File: config.mk
export PLATFORM = sky130hd
export DESIGN_NAME = mmc1_cpu_write_sampler
export DESIGN_NICKNAME = d
export VERILOG_FILES = /design/src/rtl/mmc1_cpu_write_sampler.sv
export SDC_FILE = /design/constraint.sdc
export NUM_CORES = 1
export LEC_CHECK = 0
export ABC_AREA = 1
export CORE_MARGIN = 2
export CORE_UTILIZATION = 50
export DETAILED_ROUTE_END_ITERATION = 8
export PLACE_DENSITY = 0.75
export SYNTH_ARGS = -nofsm -noshare
export SYNTH_HDL_FRONTEND = slang
export SYNTH_SLANG_ARGS = --single-unit
File: constraint.sdc
create_clock -name CLK -period 1.78 [get_ports CLK]
set_input_delay 0.178 -clock CLK [delete_from_list [all_inputs] [get_ports CLK]]
set_output_delay 0.178 -clock CLK [all_outputs]
set_load 0.005 [all_outputs]
File: src/rtl/mmc1_cpu_write_sampler.sv
// Oversampling NES CPU-bus front end for the MMC1: synchronizes the bus, qualifies
// M2 high phases, and emits one strobe per accepted $8000-$FFFF write.
module mmc1_cpu_write_sampler #(
  parameter int SYNC_STAGES  = 2,
  parameter int MIN_HIGH     = 2,
  parameter int IDLE_TIMEOUT = 64
) (
  input  logic CLK,
  input  logic RST,
  input  logic M2,
  input  logic nROMSEL,
  input  logic CPU_RnW,
  input  logic CPU_A14,
  input  logic CPU_A13,
  input  logic CPU_D7,
  input  logic CPU_D0,
  output logic WR_STB,
  output logic WR_RST,
  output logic WR_D0,
  output logic WR_A14,
  output logic WR_A13,
  output logic SKIPPED,
  output logic BUS_IDLE
);

  localparam int NB = 7;
  localparam logic [7:0] MIN_HIGH_C = 8'(MIN_HIGH);
  localparam logic [7:0] IDLE_C     = 8'(IDLE_TIMEOUT);
  localparam logic [1:0] BLANK_C    = 2'(SYNC_STAGES);

  typedef enum logic [1:0] {
    ST_LOW,
    ST_HIGH_QUAL,
    ST_HIGH_VALID
  } state_t;

  function automatic logic [7:0] sat_inc(input logic [7:0] v);
    return (v >= IDLE_C) ? IDLE_C : 8'(v + 8'd1);
  endfunction

  logic [NB-1:0] w_bus_in;
  logic [NB-1:0] w_bus_s;
  logic [NB-1:0] r_sync [SYNC_STAGES];
  logic          w_m2_s;

  state_t     r_state, w_state_nxt;
  logic [7:0] r_high_cnt, w_high_cnt_nxt;
  logic       w_fall;
  logic [1:0] r_blank;
  logic       r_armed;

  logic r_sh_nromsel, r_sh_rnw, r_sh_a14, r_sh_a13, r_sh_d7, r_sh_d0;
  logic r_vld_p0;
  logic w_rom_wr, w_accept;

  logic       r_wr_stb, r_wr_rst, r_skipped;
  logic       r_wr_d0, r_wr_a14, r_wr_a13;
  logic       r_prev_wr;
  logic [7:0] r_idle_cnt;
  logic [7:0] w_idle_inc;

  // Input synchronizers: one packed chain keeps every bus field aligned with M2
  assign w_bus_in = {CPU_D0, CPU_D7, CPU_A13, CPU_A14, CPU_RnW, nROMSEL, M2};

  always_ff @(posedge CLK) begin
    if (RST) begin
      for (int i = 0; i < SYNC_STAGES; i++) r_sync[i] <= '0;
    end else begin
      r_sync[0] <= w_bus_in;
      for (int i = 1; i < SYNC_STAGES; i++) r_sync[i] <= r_sync[i-1];
    end
  end

  assign w_bus_s = r_sync[SYNC_STAGES-1];
  assign w_m2_s  = w_bus_s[0];

  // After reset the chain holds forced zeros; wait until it carries real pin
  // samples and M2 is seen low, so a half phase cut by reset never qualifies.
  always_ff @(posedge CLK) begin
    if (RST) begin
      r_blank <= BLANK_C;
      r_armed <= 1'b0;
    end else begin
      if (r_blank != 2'd0) r_blank <= r_blank - 2'd1;
      if (r_blank == 2'd0 && !w_m2_s) r_armed <= 1'b1;
    end
  end

  // High-phase qualification FSM
  always_ff @(posedge CLK) begin
    if (RST) begin
      r_state    <= ST_LOW;
      r_high_cnt <= 8'd0;
    end else begin
      r_state    <= w_state_nxt;
      r_high_cnt <= w_high_cnt_nxt;
    end
  end

  always_comb begin
    w_state_nxt    = r_state;
    w_high_cnt_nxt = r_high_cnt;
    w_fall         = 1'b0;
    case (r_state)
      ST_LOW: begin
        if (w_m2_s && r_armed) begin
          w_high_cnt_nxt = 8'd1;
          w_state_nxt    = (MIN_HIGH <= 1) ? ST_HIGH_VALID : ST_HIGH_QUAL;
        end
      end
      ST_HIGH_QUAL: begin
        if (!w_m2_s) begin
          w_state_nxt = ST_LOW;
        end else begin
          w_high_cnt_nxt = 8'(r_high_cnt + 8'd1);
          if (w_high_cnt_nxt >= MIN_HIGH_C) w_state_nxt = ST_HIGH_VALID;
        end
      end
      ST_HIGH_VALID: begin
        if (!w_m2_s) begin
          w_state_nxt = ST_LOW;
          w_fall      = 1'b1;
        end
      end
      default: w_state_nxt = ST_LOW;
    endcase
  end

  // Shadow capture: the last high-phase sample survives to the fall event
  always_ff @(posedge CLK) begin
    if (w_m2_s && w_state_nxt != ST_LOW) begin
      r_sh_nromsel <= w_bus_s[1];
      r_sh_rnw     <= w_bus_s[2];
      r_sh_a14     <= w_bus_s[3];
      r_sh_a13     <= w_bus_s[4];
      r_sh_d7      <= w_bus_s[5];
      r_sh_d0      <= w_bus_s[6];
    end
  end

  // p0: registered fall event; shadows stay stable here since M2 is low
  always_ff @(posedge CLK) begin
    if (RST) r_vld_p0 <= 1'b0;
    else     r_vld_p0 <= w_fall;
  end

  assign w_rom_wr   = r_vld_p0 && !r_sh_nromsel && !r_sh_rnw;
  assign w_accept   = w_rom_wr && !r_prev_wr;
  assign w_idle_inc = sat_inc(r_idle_cnt);

  // p1: strobe / skip decision, consecutive-write filter and idle timer
  always_ff @(posedge CLK) begin
    if (RST) begin
      r_wr_stb   <= 1'b0;
      r_wr_rst   <= 1'b0;
      r_skipped  <= 1'b0;
      r_wr_d0    <= 1'b0;
      r_wr_a14   <= 1'b0;
      r_wr_a13   <= 1'b0;
      r_prev_wr  <= 1'b0;
      r_idle_cnt <= IDLE_C;
    end else begin
      r_wr_stb  <= w_accept;
      r_wr_rst  <= w_accept && r_sh_d7;
      r_skipped <= w_rom_wr && r_prev_wr;
      if (w_accept) begin
        r_wr_d0  <= r_sh_d0;
        r_wr_a14 <= r_sh_a14;
        r_wr_a13 <= r_sh_a13;
      end
      if (r_vld_p0) begin
        r_prev_wr  <= w_rom_wr;
        r_idle_cnt <= 8'd0;
      end else begin
        r_idle_cnt <= w_idle_inc;
        if (w_idle_inc == IDLE_C) r_prev_wr <= 1'b0;
      end
    end
  end

  assign WR_STB   = r_wr_stb;
  assign WR_RST   = r_wr_rst;
  assign SKIPPED  = r_skipped;
  assign WR_D0    = r_wr_d0;
  assign WR_A14   = r_wr_a14;
  assign WR_A13   = r_wr_a13;
  assign BUS_IDLE = (r_idle_cnt == IDLE_C);

endmodule
# [Yosys cells after proc, flatten, opt, wreduce, memory -nomap -nowiden]
# Memories as Yosys holds them, arrays and structs flattened.
# Index checks and enable logic that the tools add are counted.
[op_classes] bitwise_logic=3 n_reduce_logical=21 muxes=18 n_addsub=3 n_eq_ne=6 magnitude_cmp=2
[op_table] op="$mux W8" n=3
[op_table] op="$mux W7" n=3
[op_table] op="$add A8 B1 Y8 const B" n=2
[op_table] op="$eq A8 B7 Y1 const B" n=2
[op_table] op="$pmux W8 S2" n=1
[op_table] op="$ge A8 B2 Y1 const B" n=1
[op_table] op="$ge A8 B7 Y1 const B" n=1
[op_table] op="$logic_and A1 B1 Y1" n=8
[op_table] op="$mux W2" n=4
[op_table] op="$reduce_bool A2 Y1" n=4
[op_table] op="$mux W1" n=6
[op_table] op="$pmux W2 S3" n=1
[op_table] op="$logic_not A1 Y1" n=4
[op_table] op="$logic_not A2 Y1" n=2
[op_table] op="$ne A2 B2 Y1 const B" n=2
[op_table] op="$reduce_or A2 Y1" n=2
[op_table] op="$reduce_and A3 Y1" n=1
[op_table] op="$eq A2 B1 Y1 const B" n=1
[op_table] op="$eq A2 B2 Y1 const B" n=1
[op_table] op="$or A1 B1 Y1" n=2
[op_table] op="$sub A2 B1 Y2 const B" n=1
[op_table] op="$not A1 Y1" n=1
[totals] in_bits=9 mem_bits_rw=14 n_memories=1 register_bits=35
[memory_table] name="r_sync" depth=2 width=7 rd=2 rd_clocked_by_memory_dff=0 wr=2 line="43" source="logic [NB-1:0] r_sync [SYNC_STAGES];"

# [Longest topological paths before layout]
# Gate-level depths: netlist (run 1).
[logic_depth] word_depth=7 depth_mapped=12 mapped_depth_nobuf=11

# [Worst setup path after synthesis (run 1)]
# Ideal clock, no wire load.
[synth_timing] path_kind="reg2reg" startpoint="register r_high_cnt[1]" endpoint="register r_sh_a13, enable pin" period_less_slack_ns=1.711 t_arrival_ns=1.392 n_path_buf=0 path_stages_with_launch=11 setup_slack_ns=0.069 path_cell_list="dfxtp_1 inv_1 ha_1 nand2_1 nor2_1 nand3_2 nor2_2 nand2_2 nand2_2 nand2_2 nand2_1"
[synth_between] elab_chain_len=7
[synth_lines] element="start, declared" line="47" source="logic [7:0] r_high_cnt, w_high_cnt_nxt;"
[synth_lines] element="start signal, assigned" line="96" source="r_high_cnt <= w_high_cnt_nxt;"
[synth_lines] element="$add A8 B1 Y8" line="115" source="w_high_cnt_nxt = 8'(r_high_cnt + 8'd1);"
[synth_lines] element="$ge A8 B2 Y1" line="116" source="if (w_high_cnt_nxt >= MIN_HIGH_C) w_state_nxt = ST_HIGH_VALID;"
[synth_lines] element="$mux W2" line="116"
[synth_lines] element="$mux W2" line="112" source="if (!w_m2_s) begin"
[synth_lines] element="$pmux W2 S3" line="104" source="case (r_state)"
[synth_lines] element="$reduce_bool A2 Y1" line="131" source="if (w_m2_s && w_state_nxt != ST_LOW) begin"
[synth_lines] element="$logic_and A1 B1 Y1" line="131"
[synth_lines] element="end signal, assigned" line="135" source="r_sh_a13 <= w_bus_s[4];"
[synth_lines] element="end, declared" line="52" source="logic r_sh_nromsel, r_sh_rnw, r_sh_a14, r_sh_a13, r_sh_d7, r_sh_d0;"
# Every way passes these cells.
# A chain may end at the register's enable or synchronous reset.

# [Worst setup path after layout (run 1)]
[layout_timing] startpoint="register r_high_cnt[1]" endpoint="register r_sh_d7, enable pin"
[layout_between] elab_chain_len=7
[layout_lines] element="$add A8 B1 Y8" line="115"
[layout_lines] element="$ge A8 B2 Y1" line="116"
[layout_lines] element="$mux W2" line="116"
[layout_lines] element="$mux W2" line="112"
[layout_lines] element="$pmux W2 S3" line="104"
[layout_lines] element="$reduce_bool A2 Y1" line="131"
[layout_lines] element="$logic_and A1 B1 Y1" line="131"
[layout_lines] element="end signal, assigned" line="136" source="r_sh_d7 <= w_bus_s[5];"
[layout_lines] element="end, declared" line="52"
# Every way passes these cells.

==> flow_summary_export.csv, run 1 <==
group,metric,value,unit
outcome,status,"finished clean",
sta,timing.final.crit_share,0.960,
power_and_ir_drop,power_frac_comb,0.078,
power_and_ir_drop,p_per_area,858,nW/µm²
critical_path,path_cells,"inv_2 -> ha_4 -> nand2_1 -> nor2_2 -> nand3_2 -> nor2_2 -> nand2_2 -> nand2_2 -> nand2_2 -> nand2_4",
critical_path,critPathMaxFanout,6,
place,placed_cells,306,
place,io_buffers,15,
clocking,clk_latency,0.30,ns
global_route,grt_usage,0.163,
power_and_ir_drop,power.leakage,0.954,nW
route,vias_per_cell,4.70,
critical_path,ff2ff_setup_slack,0.07,ns
route,wl_per_cell,10.1,µm
layout,multi_input_area,767,µm²
layout,fin_area,2300,µm²
run,maxCapViolCount,0,
power_and_ir_drop,p_int,0.00152,W
critical_path,worstPathArrival,1.72,ns
die,io_pins,16,
layout,ff_latch_area,1050,µm²
die,placementRows,22,
critical_path,cpLargestDelayFamily,"simple AND/OR/NAND/NOR gates",
clocking,cts_tree,"yes",
layout,fillers,326,
sta,hold_violations,0,
place,dp_slack,-0.0257,ns
die,start_util,0.526,
synth,syn_inst,243,
clocking,clock_path_buffers,2,
clocking,cts_made_buffers,5,
critical_path,cp-start-kind,"flop",
critical_path,critPathKind,"reg -> reg",
critical_path,cp_slowest_cell,"dfxtp_2",
synth,synth_area_per_cell,8.04,µm²
place,gp_congestion,0.806,
synth,ys_seq_area_frac,0.533,
power_and_ir_drop,vdd_drop_max,577,µV
power_and_ir_drop,p_switching,0.000463,W
critical_path,cpMostUsedCell,"nand2_2",
global_route,grt_antenna_before_repair,0,
hold_path,min_path_type,"in -> reg",
sta,timing.hold.ws,0.389,ns
clocking,postCtsSetupBuffers,0,
layout,final_nets,279,
die,dieArea,4420,µm²
route,vias,1477,
route,drtPass1Iterations,6,
route,drt_iter0_drc,44,
synth,syn_nets,257,
route,drc,0,
sta,min_period,1.71,ns
global_route,grt_first_pass_wirelength,5.38,mm
place,postPlaceCellArea,2170,µm²
critical_path,path_buf_inv,1,
sta,fmax,585,MHz
layout,final_cells,314,
global_route,grt_pass1_vias,1287,
critical_path,required,1.79,ns
synth,synth_cell_types,28,
layout,drive_above_1_share,0.154,
synth,yosys_warnings,0,
power_and_ir_drop,p_sw_frac,0.234,
sta,final-setup-viol-count,0,
synth,netlist_area,1950,µm²
clocking,cts-root-buf,"clkbuf_8",
clocking,clock-sinks,49,
die,die_w,66.5,µm
power_and_ir_drop,p_clk_frac,0.321,
route,drt_wl_total,3.17,mm
power_and_ir_drop,seq_power_share,0.600,
die,core_area,3720,µm²
route,drtAntennaViolNets,0,
synth,yosys_register_bits,49,
layout,area.growth.synth_to_final,18.0,%
clocking,clk_pin_slew,0.09,ns
place,hpwl,2.30,mm
critical_path,end_kind,"flop",
power_and_ir_drop,finalPower,0.00198,W
sta,final.setup_skew,0.00989,ns
sta,drv_slew,0,
global_route,grt.overflow.total,0,
layout,antennaDiodeCount,0,
sta,fin_ws,0.0706,ns
critical_path,slowest_delay,0.38,ns
die,die_h,66.5,µm
clocking,htree_levels,2,
global_route,grt_max_degree,16,
## cells by family after synthesis
family / count (synthesis) / synth area share
and+or+nand+nor: 116 / 0.265
buffers and inverters: 48 / 0.0942
adders and majority gates: 5 / 0.0320
AOI/OAI and AO/OA: 23 / 0.0698
DFF: 49 / 0.533
other: 1 / 0.00192
xor gates and xnor gates: 1 / 0.00449
## power by group through the flow
stage | registers [W] | clock network, W | logic [W]
2_1_floorplan | 0.00121 | 0 | 0.000108
3_3_place_gp | 0.00121 | 0 | 0.000148
3_5_place_dp | 0.00121 | 0 | 0.000155
4_1_cts | 0.00119 | 0.000659 | 0.000155
5_1_grt | 0.00120 | 0.000709 | 0.000181
6_report | 0.00119 | 0.000636 | 0.000155
## synthesized netlist by cell type
| master | n | area [µm²] |
|---|---|---|
| nor2_1 | 36 | 135 |
| nand4_1 | 5 | 31.3 |
| nor3_2 | 1 | 10.0 |
| inv_1 | 38 | 143 |
| o21ai_1 | 2 | 10.0 |
| ha_1 | 5 | 62.6 |
| edfxtp_1 | 6 | 180 |
| a21oi_2 | 1 | 8.76 |
| o31ai_4 | 1 | 21.3 |
| inv_2 | 6 | 22.5 |
| nand2_1 | 45 | 169 |
| buf_1 | 1 | 3.75 |
| a21oi_1 | 10 | 50.1 |
| buf_4 | 1 | 7.51 |
| xor2_1 | 1 | 8.76 |
| or2_2 | 1 | 6.26 |
| conb_1 | 1 | 3.75 |
| dfxtp_1 | 43 | 861 |
| nor4_1 | 1 | 6.26 |
| o21ai_0 | 8 | 40.0 |
| nand3_2 | 2 | 20.0 |
| nor3_1 | 4 | 20.0 |
| nor3b_1 | 1 | 7.51 |
| o22ai_1 | 1 | 6.26 |
| nor2_2 | 5 | 31.3 |
| nand3_1 | 11 | 55.1 |
| nand2_2 | 4 | 25.0 |
| clkbuf_1 | 2 | 7.51 |
## final cells by class
class	instances	share of cell area
timing repair buffer	19	0.0776
multi-input combinational	146	0.333
inverter	44	0.0717
clock inverter	2	0.00597
tap	48	0.0261
sequential	49	0.454
clock buffer	6	0.0315
## layer usage
layer  wire length [µm]  up-vias  track usage  part of all wire
met5                  0        -            0                 0
li1                   -      795            -                 -
met2               1490       23        0.268              0.47
met1               1500      655        0.198              0.47
met4                 51        0       0.0612             0.016
met3                124        4       0.0557             0.039
## placed cells by master (no fill, tap or decap), types with 3 or more instances in the layout
master / instances
o21ai_0: 8
buf_4: 4
clkdlybuf4s50_1: 14
nand2_1: 44
nor2_1: 35
dfxtp_1: 40
nor2_2: 6
nor3_1: 4
inv_1: 37
ha_1: 3
nand3_1: 11
nand2_2: 4
nand4_1: 5
edfxtp_1: 6
inv_2: 7
a21oi_1: 9
clkbuf_8: 5
## flip-flops by register name (all words and copies together), names as in the netlist
name,cells
r_sync,14
r_high_cnt,8
r_idle_cnt,8
r_blank,2
r_state,2
SKIPPED,1
WR_A13,1
WR_A14,1
WR_D0,1
WR_RST,1
WR_STB,1
r_armed,1
r_prev_wr,1
r_sh_a13,1
r_sh_a14,1
r_sh_d0,1
r_sh_d7,1
r_sh_nromsel,1
r_sh_rnw,1
r_vld_p0,1
## repair_timing
item,CTS,global route
hold buffers,0,0
pin swaps,0,1
gates cloned,0,0
gates resized for setup,2,11
endpoints found under the setup margin,7,6
## final timing paths
kind,startpoint,to,cells after the start
setup / recovery,r_high_cnt[1],r_sh_d7,10
hold / removal,CPU_A14,r_sync[0][3],3
setup reg to reg,r_high_cnt[1],r_sh_d7,10
hold reg to reg,r_sync[0][11],r_sh_a13,0
## worst reg2reg max path: cells and delay by family (launching register included)
| kind | cells | cell delay [ns] |
|---|---|---|
| flip-flops | 1 | 0.38 |
| AND/OR/NAND/NOR | 8 | 0.71 |
| buffers and inverters | 1 | 0.07 |
| adder cells (fa/ha/maj) | 1 | 0.27 |
## through the flow
| step | util | TNS [ns] |
|---|---|---|
| after floorplan | - | 0 |
| after global placement | 0.585 | 0 |
| after detailed placement | 0.585 | -0.153 |
| after CTS | 0.609 | 0 |
| after global routing | 0.620 | -0.165 |
| final | 0.620 | 0 |
(Power assumes the default switching activity.)
==> run 2: changes to the inputs <==
--- a/config.mk
+++ b/config.mk
@@ -8,8 +8,9 @@
 export ABC_AREA = 1
 export CORE_MARGIN = 2
 export CORE_UTILIZATION = 50
+export CTS_BUF_LIST = sky130_fd_sc_hd__clkbuf_4 sky130_fd_sc_hd__clkbuf_8 sky130_fd_sc_hd__clkbuf_16
 export DETAILED_ROUTE_END_ITERATION = 8
-export PLACE_DENSITY = 0.75
+export PLACE_DENSITY = 0.72
 export SYNTH_ARGS = -nofsm -noshare
 export SYNTH_HDL_FRONTEND = slang
 export SYNTH_SLANG_ARGS = --single-unit
==> constraint.sdc (replaced) <==
create_clock -name CLK -period 1.9 [get_ports CLK]
set_input_delay 0.19 -clock CLK [delete_from_list [all_inputs] [get_ports CLK]]
set_output_delay 0.19 -clock CLK [all_outputs]
set_load 0.005 [all_outputs]
==> flow_summary_export.csv, run 2 (synthesis results as in run 1) <==
group,metric,value,unit
outcome,status,"finished clean",
layout,area.growth.synth_to_final,16.2,%
die,io_pins,16,
layout,layout_commonest_cell,"nand2_1",
power_and_ir_drop,p_clk_frac,0.339,
critical_path,cp_slowest_cell,"dfxtp_1",
clocking,clock-sinks,49,
sta,fin_ws,0.127,ns
critical_path,end_kind,"flop",
layout,antennaDiodeCount,0,
power_and_ir_drop,p_int,0.00144,W
sta,final-setup-viol-count,0,
critical_path,cp-start-kind,"flop",
layout,fin_area,2270,µm²
critical_path,critPathKind,"reg -> reg",
global_route,grt_pass1_vias,1339,
power_and_ir_drop,p_switching,0.000461,W
die,core_area,3720,µm²
critical_path,path_cells,"inv_1 -> ha_1 -> nand2_1 -> nor2_1 -> nand3_2 -> nor2_2 -> nand2_2 -> nand2_2 -> nand2_2 -> nand2_2",
route,drt_iter0_drc,50,
route,drt_wl_total,3.02,mm
place,hpwl,2.31,mm
layout,top_regs,"r_sync x14, r_high_cnt x8, r_idle_cnt x8",
place,dp_slack,0.0616,ns
sta,hold_violations,0,
route,vias_per_cell,4.71,
global_route,grt_first_pass_wirelength,5.32,mm
die,placementRows,22,
clocking,hold_buffers,0,
sta,fmax,564,MHz
clocking,cts_tree,"yes",
die,start_util,0.526,
critical_path,slowest_delay,0.41,ns
layout,final_cell_mix,"nand2_1, dfxtp_1, inv_1",
die,dieArea,4420,µm²
sta,timing.hold.ws,0.394,ns
layout,drive_above_1_share,0.125,
power_and_ir_drop,power_frac_comb,0.074,
sta,final.setup_skew,0.00618,ns
clocking,postCtsSetupBuffers,0,
route,vias,1473,
layout,largest_reg_flops,14,
critical_path,worstPathArrival,1.78,ns
layout,final_nets,278,
place,gp_congestion,0.862,
global_route,grt_usage,0.160,
die,die_h,66.5,µm
layout,final_cells,313,
die,die_w,66.5,µm
route,drtPass1Iterations,4,
power_and_ir_drop,p_sw_frac,0.243,
sta,tns,0,ns
clocking,clk_pin_slew,0.10,ns
global_route,grt.overflow.total,0,
clocking,clk_latency,0.30,ns
layout,top_register,"r_sync",
clocking,cts_made_buffers,5,
place,placed_cells,305,
global_route,grt_antenna_before_repair,0,
clocking,cts-root-buf,"clkbuf_8",
sta,drv_slew,0,
power_and_ir_drop,p_per_area,835,nW/µm²
power_and_ir_drop,power.leakage,0.960,nW
global_route,grt_max_degree,19,
route,wl_per_cell,9.66,µm
sta,min_period,1.77,ns
hold_path,min_path_type,"in -> reg",
route,drtAntennaViolNets,0,
critical_path,cpMostUsedCell,"nand2_2",
sta,grt_setup_unrepaired,"false",
clocking,htree_levels,2,
clocking,clock_path_buffers,2,
route,drc,0,
run,maxCapViolCount,0,
place,io_buffers,15,
power_and_ir_drop,seq_power_share,0.587,
power_and_ir_drop,vdd_drop_max,659,µV
sta,timing.final.crit_share,0.933,
critical_path,required,1.91,ns
critical_path,critPathMaxFanout,6,
clocking,post_cts_resized,0,
place,postPlaceCellArea,2170,µm²
run 2: cell count changes in the layout (fill, tap and decap cells not counted), moves of 2 or more:
cell and change:
dfxtp_1 +3, ha_1 +2, dfxtp_2 -2, ha_4 -2
run 2: layout make-up:
type / instances / area [µm²]
inverters: 44 / 165
multi-input cells: 146 / 731
repair buffers: 18 / 175
well taps: 48 / 60.1
clock inverters: 3 / 28.8
clock buffers: 5 / 68.8
flip-flops and latches: 49 / 1040
fillers: 346 / 1450
run 2: worst max-delay path: cells and delay by family, from the launching register on:
kind | cells | cell delay [ns]
buffers and inverters | 1 | 0.09
adder cells (fa/ha/maj) | 1 | 0.30
AND/OR/NAND/NOR | 8 | 0.69
flip-flops | 1 | 0.41
run 2: final timing paths:
kind	slack, ns	to	cells after the start	start
worst max register to register	0.13	r_sh_a13	10	r_high_cnt[1]
worst max-delay path	0.13	r_sh_a13	10	r_high_cnt[1]
worst min-delay path	0.39	r_sync[0][4]	3	CPU_A13
worst min register to register	0.40	r_sync[0][9]	2	r_sync[0][2]
run 2: power groups by stage:
stage / sequential (W) / clock [W] / combinational (W)
floorplan: 0.00113 / 0 / 0.000101
global placement: 0.00114 / 0 / 0.000138
detailed placement: 0.00114 / 0 / 0.000144
CTS: 0.00111 / 0.000670 / 0.000145
global route: 0.00112 / 0.000704 / 0.000167
finish: 0.00111 / 0.000643 / 0.000140
run 2: per-layer routing:
layer	up-vias	GRT usage	part of all wire
li1	792	-	-
met1	641	0.184	0.46
met2	35	0.273	0.47
met3	5	0.0422	0.052
met4	0	0.0791	0.015
met5	-	0	0
run 2: metrics by stage:
stage | total power (W) | utilization
after floorplan | 0.00123 | -
after global placement | 0.00127 | 0.583
after detailed placement | 0.00128 | 0.583
after CTS | 0.00193 | 0.609
after global routing | 0.00199 | 0.611
final | 0.00190 | 0.611
==> run 3: changes to the inputs <==
--- a/config.mk
+++ b/config.mk
@@ -9,7 +9,9 @@
 export CORE_MARGIN = 2
 export CORE_UTILIZATION = 50
 export CTS_BUF_LIST = sky130_fd_sc_hd__clkbuf_4 sky130_fd_sc_hd__clkbuf_8 sky130_fd_sc_hd__clkbuf_16
+export CTS_CLUSTER_DIAMETER = 150
 export DETAILED_ROUTE_END_ITERATION = 8
+export HOLD_SLACK_MARGIN = 0.02
 export PLACE_DENSITY = 0.72
 export SYNTH_ARGS = -nofsm -noshare
 export SYNTH_HDL_FRONTEND = slang
==> results of run 3 <==
Same layout as run 2: the final DEF is identical, and so are final timing and power.
